### config.mk
export PLATFORM = sky130hd
export DESIGN_NAME = dmul_dispatch
export DESIGN_NICKNAME = d
export VERILOG_FILES = /design/src/rtl/dmul_pkg.sv /design/src/rtl/dmul_operand_fifo.sv /design/src/rtl/dmul_dispatch.sv
export SDC_FILE = /design/constraint.sdc
export NUM_CORES = 1
export LEC_CHECK = 0
export BUFFER_PORTS_ARGS = -buffer_cell sky130_fd_sc_hd__clkbuf_2
export CELL_PAD_IN_SITES_DETAIL_PLACEMENT = 1
export CELL_PAD_IN_SITES_GLOBAL_PLACEMENT = 2
export CORE_ASPECT_RATIO = 1.75
export CORE_MARGIN = 2
export CORE_UTILIZATION = 37
export DETAILED_ROUTE_END_ITERATION = 10
export PLACE_DENSITY_LB_ADDON = 0.12
export SKIP_LAST_GASP = 1
export SYNTH_ARGS = -nofsm -noshare
export SYNTH_HDL_FRONTEND = slang
export SYNTH_SLANG_ARGS = --single-unit
### constraint.sdc
create_clock -name clk -period 3.8 [get_ports clk]
set_clock_uncertainty 0.2 [all_clocks]
set_input_delay 0.38 -clock clk [delete_from_list [all_inputs] [get_ports clk]]
set_output_delay 0.38 -clock clk [all_outputs]
set_load 0.02 [all_outputs]
### src/rtl/dmul_pkg.sv
// rtl/dmul_pkg.sv - shared types and constants for the double-multiplier dispatcher
//
// Contents:
//   double_t          64-bit IEEE-754 double, carried as raw bits
//   operand_pair_t    {a, b} operand pair as stored in the operand FIFO
//   dispatch_state_t  dispatcher FSM states
//   QNAN_DOUBLE       quiet NaN returned when the multiplier never answers
package dmul_pkg;

   typedef logic [63:0] double_t;

   typedef struct packed {
      double_t a;
      double_t b;
   } operand_pair_t;

   typedef enum logic [1:0] {
      ST_IDLE  = 2'd0,
      ST_ISSUE = 2'd1,
      ST_WAIT  = 2'd2,
      ST_HOLD  = 2'd3
   } dispatch_state_t;

   localparam double_t QNAN_DOUBLE = 64'h7FF8000000000000;

endpackage

### src/rtl/dmul_operand_fifo.sv
// rtl/dmul_operand_fifo.sv - operand-pair FIFO feeding the multiplier dispatcher
//
// Ports:
//   clk, rst          clock, synchronous active-high reset (empties the FIFO)
//   push, push_data   write one 128-bit {a, b} pair; ignored when full
//   pop               drop the head entry; ignored when empty
//   head              current head entry (valid while !empty)
//   count             occupancy, 0..DEPTH
//   full, empty       occupancy flags
module dmul_operand_fifo #(
   parameter int DEPTH = 4
) (
   input  logic                     clk,
   input  logic                     rst,
   input  logic                     push,
   input  logic [127:0]             push_data,
   input  logic                     pop,
   output logic [127:0]             head,
   output logic [$clog2(DEPTH):0]   count,
   output logic                     full,
   output logic                     empty
);

   localparam int AW = $clog2(DEPTH);

   logic [127:0]  mem [DEPTH];
   logic [AW-1:0] wr_ptr;
   logic [AW-1:0] rd_ptr;
   logic          do_push;
   logic          do_pop;

   assign full    = (count == (AW+1)'(DEPTH));
   assign empty   = (count == '0);
   assign do_push = push && !full;
   assign do_pop  = pop && !empty;
   assign head    = mem[rd_ptr];

   // Storage needs no reset: entries are only read once count says they were written.
   always_ff @(posedge clk) begin
      if (do_push) begin
         mem[wr_ptr] <= push_data;
      end
   end

   // DEPTH is a power of two, so the pointers wrap by plain overflow.
   always_ff @(posedge clk) begin
      if (rst) begin
         wr_ptr <= '0;
         rd_ptr <= '0;
         count  <= '0;
      end else begin
         if (do_push) begin
            wr_ptr <= wr_ptr + AW'(1);
         end
         if (do_pop) begin
            rd_ptr <= rd_ptr + AW'(1);
         end
         case ({do_push, do_pop})
            2'b10:   count <= count + (AW+1)'(1);
            2'b01:   count <= count - (AW+1)'(1);
            default: count <= count;
         endcase
      end
   end

endmodule

### src/rtl/dmul_dispatch.sv
// rtl/dmul_dispatch.sv - queues operand pairs and dispatches them one at a time to a double multiplier
//
// Ports:
//   clk, rst                        clock, synchronous active-high reset
//   in_a, in_b, in_valid, in_ready  operand-pair input handshake
//   mul_a, mul_b, mul_ready_in      operands and one-cycle start pulse to the multiplier
//   mul_out, mul_ready_out          product and result-valid from the multiplier
//   res_z, res_valid, res_ready     captured product, held until accepted
//   count                           operand FIFO occupancy
//   timeout_err                     sticky flag: multiplier did not answer within TIMEOUT cycles
module dmul_dispatch
   import dmul_pkg::*;
#(
   parameter int DEPTH   = 4,
   parameter int TIMEOUT = 255
) (
   input  logic                     clk,
   input  logic                     rst,
   input  logic [63:0]              in_a,
   input  logic [63:0]              in_b,
   input  logic                     in_valid,
   output logic                     in_ready,
   output logic [63:0]              mul_a,
   output logic [63:0]              mul_b,
   output logic                     mul_ready_in,
   input  logic [63:0]              mul_out,
   input  logic                     mul_ready_out,
   output logic [63:0]              res_z,
   output logic                     res_valid,
   input  logic                     res_ready,
   output logic [$clog2(DEPTH):0]   count,
   output logic                     timeout_err
);

   localparam int CW = $clog2(TIMEOUT + 1);

   dispatch_state_t state;
   logic [CW-1:0]   wait_cnt;
   operand_pair_t   fifo_head;
   logic            fifo_full;
   logic            fifo_empty;
   logic            start_issue;

   assign in_ready     = !fifo_full;
   assign mul_ready_in = (state == ST_ISSUE);

   dmul_operand_fifo #(
      .DEPTH (DEPTH)
   ) u_fifo (
      .clk       (clk),
      .rst       (rst),
      .push      (in_valid && in_ready),
      .push_data ({in_a, in_b}),
      .pop       (state == ST_ISSUE),
      .head      (fifo_head),
      .count     (count),
      .full      (fifo_full),
      .empty     (fifo_empty)
   );

   // A new pair may start from IDLE, or straight out of HOLD in the cycle the
   // held result is consumed, so the next ISSUE never overlaps a valid result.
   always_comb begin
      start_issue = 1'b0;
      if (!fifo_empty) begin
         if (state == ST_IDLE && !res_valid) begin
            start_issue = 1'b1;
         end else if (state == ST_HOLD && res_ready) begin
            start_issue = 1'b1;
         end
      end
   end

   // mul_a/mul_b are loaded on entry to ISSUE and left untouched until the
   // next ISSUE, which keeps them stable through WAIT and capture.
   always_ff @(posedge clk) begin
      if (rst) begin
         state       <= ST_IDLE;
         wait_cnt    <= '0;
         mul_a       <= '0;
         mul_b       <= '0;
         res_z       <= '0;
         res_valid   <= 1'b0;
         timeout_err <= 1'b0;
      end else begin
         case (state)
            ST_IDLE: begin
               if (start_issue) begin
                  state <= ST_ISSUE;
                  mul_a <= fifo_head.a;
                  mul_b <= fifo_head.b;
               end
            end
            ST_ISSUE: begin
               state    <= ST_WAIT;
               wait_cnt <= '0;
            end
            ST_WAIT: begin
               // A result arriving in the last allowed cycle still wins over the timeout.
               if (mul_ready_out) begin
                  res_z     <= mul_out;
                  res_valid <= 1'b1;
                  state     <= ST_HOLD;
               end else if (wait_cnt == CW'(TIMEOUT - 1)) begin
                  timeout_err <= 1'b1;
                  res_z       <= QNAN_DOUBLE;
                  res_valid   <= 1'b1;
                  state       <= ST_HOLD;
               end else begin
                  wait_cnt <= wait_cnt + CW'(1);
               end
            end
            ST_HOLD: begin
               if (res_ready) begin
                  res_valid <= 1'b0;
                  if (start_issue) begin
                     state <= ST_ISSUE;
                     mul_a <= fifo_head.a;
                     mul_b <= fifo_head.b;
                  end else begin
                     state <= ST_IDLE;
                  end
               end
            end
            default: state <= ST_IDLE;
         endcase
      end
   end

endmodule

==> run metrics <==
status=finished clean; worst skew pair latency=around 0.62 ns; multiplexer area fraction after synthesis=about 11%; # clock sinks=725; ANT nets after route=0; Worst setup startpoint=u_fifo.count[2]; initial antenna violation count=9; Clock Tree Buf Depth=3; DRC=0; final count of negative-setup-slack endpoints=0; xor/xnor cell area share of the yosys netlist=0.167%; Post-Syn Area per Cell=16.1 um^2; Root Buffer=clkbuf_16; register area share after synthesis=74.9%; Num CTS Buffers=71; Row Count=129; Post-Synth Adder-Cell Area=0.649%; gr usage total=between 10% and 20%; total gr overflow=0; DIE AREA=roughly 0.073 mm^2; CP Capture Type=register; leakage power=11.8 nW; worst vdd ir=536 uV; area occupied by multi-input gates=about 0.0061 mm^2; fin crit period=2.82 ns; final wirelength=69800 um; CTS tree=yes; Reg2Reg Launch Point=u_fifo.count[2]; Synth Area in Compound Gates=5.78%; Hold Vio Cnt, Final=0; clock slew at reported path FFs=roughly 0.060 ns; Die X=205 um; post-CTS setup buffer count=0; vias in the first global route=around 18000; setup_tns=0 ns; CP Class=register to register; simple logic cell fraction of the synthesized area=5.48%; # Max-Cap Violations=0; Mapped Nets=1835; Via density=5.01; Wirelength per Cell=~22 um; Yosys top cell area share=approximately 59%; top_reg_cell synth=edfxtp_1; io pins=~400; port bufs=395; Die Ht=approximately 360 um; fmax=approximately 350 MHz; Initial Utilization=37.2%; Crit path required time=4.13 ns; Mapped Area=0.0262 mm^2; Async SR Flop Fraction=0%; global-route wire length before repair=106000 um; Design Area, Final=0.0336 mm^2; HP Class=input pin to register; #FFs+latches synth=roughly 730; RSZ-0062 raised after global routing=no; Vias=16000; Placement Setup Slack=~1.0 ns; Crit Path Max Fanout=6; largest area contributor in the synthesized netlist=edfxtp_1; htree depth=3; layout cell share with drive strength beyond 1=29.7%; fin. max-slew vios=0; Critical Path AT=between 3 and 4 ns; worst slew pin tran=1.05 ns; register area=0.0196 mm^2; Fillers=7000; drt pass-1 iters=4; Layout area overhead=28.1%; worst hold slack=0.0545 ns; normalized max-slew margin=30.2%; Setup crit start kind=register; core area=0.0704 mm^2; Synth Instances=~1600; Yosys cell types=47; NumNets Final=between 2000 and 2500; final worst slack=0.983 ns; placed inst area=0.0293 mm^2; fin crit share=between 70% and 80%; power density over the cells=696 mW/mm^2; drt initial violations=675; largest family of logic cells by synthesized area=multiplexers; pin count of the biggest net entering global routing=77; Post-synth EDFFs=512; Hold Crit Start=in_valid; global placement routability congestion=0.746; Synth area leaders=edfxtp_1 59%, dfxtp_1 16%, mux4_2 11%; Ys Warns=0; Detailed Place HPWL=41600 um
## synthesized netlist by cell type, types with 2 or more instances
| library cell | n |
|---|---|
| edfxtp_1 | 512 |
| mux4_2 | 128 |
| o21ai_1 | 10 |
| and3_1 | 5 |
| ha_1 | 12 |
| a21oi_1 | 193 |
| dfxtp_1 | 213 |
| and2_1 | 5 |
| nand2_1 | 319 |
| inv_1 | 13 |
| buf_2 | 31 |
| or3_1 | 4 |
| clkbuf_1 | 58 |
| nor3_1 | 2 |
| nor2_1 | 11 |
| o21ai_0 | 45 |
| nor2b_1 | 5 |
| o221a_2 | 9 |
| o21a_1 | 2 |
| mux2i_1 | 2 |
| buf_1 | 8 |
| xnor2_1 | 2 |
| o221a_1 | 3 |
| nand3_1 | 5 |
| nand4_1 | 2 |
| xor2_1 | 3 |
| buf_6 | 2 |
| o211ai_1 | 2 |
## cell type report
type                       count  share of cell area [%]
antenna                        4                  0.0298
clock buffer                 104                    6.21
clock inverter                25                   0.693
inverter                      13                   0.145
multi-input combinational    787                    18.3
sequential                   725                    58.5
tap                          917                    3.42
timing repair buffer         615                    12.7
## state kept, by name, summed over array words and instances, names as in the netlist, named ones only
signal         count
state              2
wait_cnt           8
res_z             64
u_fifo.mem       512
mul_a             64
res_valid          1
timeout_err        1
u_fifo.rd_ptr      2
u_fifo.count       3
u_fifo.wr_ptr      2
mul_b             64
## logic make-up (layout without fill, tap and decap cells)
family                   after synthesis  in the layout
AO/OA/AOI/OAI                        276            276
XOR/XNOR                               5              5
adder cells (fa/ha/maj)               13             13
buffers and inverters                113            757
flip-flops                           725            725
multiplexers                         131            131
other                                  0              4
AND/OR/NAND/NOR                      362            362
## cell usage in the layout, fill, tap and decap left out, types with 15 or more instances in the layout
master         count
a21oi_1          193
buf_4             15
clkbuf_1          17
clkbuf_16         74
clkbuf_2         395
dfxtp_1          211
dlygate4sd3_1    193
edfxtp_1         512
mux4_2           128
nand2_1          319
o21ai_0           44
## final timing paths
| kind | slack (ns) | to | cells after the start |
|---|---|---|---|
| worst min register to register | 0.25 | mul_a[25] | 2 |
| worst max-delay path | 0.98 | u_fifo.count[2] | 9 |
| worst min-delay path | 0.05 | u_fifo.wr_ptr[1] | 4 |
| worst max register to register | 0.98 | u_fifo.count[2] | 9 |
## power breakdown
part / switching (mW) / total [mW] / internal, mW
registers: 0.536 / 10.2 / 9.66
logic: 3.94 / 6.12 / 2.18
clock network: 2.97 / 7.05 / 4.08
total: 7.44 / 23.4 / 15.9
## worst max-delay path, stage by stage, from the launching register on
cell	delay, ns
dfxtp_1	0.42
or3b_1	0.48
and2_1	0.24
inv_1	0.09
ha_1	0.18
inv_1	0.06
fa_1	0.37
xor2_1	0.17
or3_1	0.33
a21oi_1	0.21
## per-stage QoR
step / total power, mW / utilization, % / cells
floorplan: 14.1 / - / 1625
global placement: 16.4 / 41.6 / 2864
detailed placement: 16.5 / 41.6 / 2864
CTS: 23.8 / 47.7 / 3186
global route: 24.7 / 47.7 / 3190
finish: 23.4 / 47.7 / 3190
## metal layers
metal / GRT usage [%] / vias up / wire length [um]
li1: - / 7302 / -
met4: 5.65 / 8 / 1460
met2: 34.1 / 418 / 35600
met5: 0 / - / 51
met3: 5.26 / 101 / 4690
met1: 22.7 / 8146 / 28100
## timing repair
action	CTS	global route
hold endpoints to repair	577	0
hold buffers	193	0
resized for setup	0	0
Power figures use the tool's default switching activity.
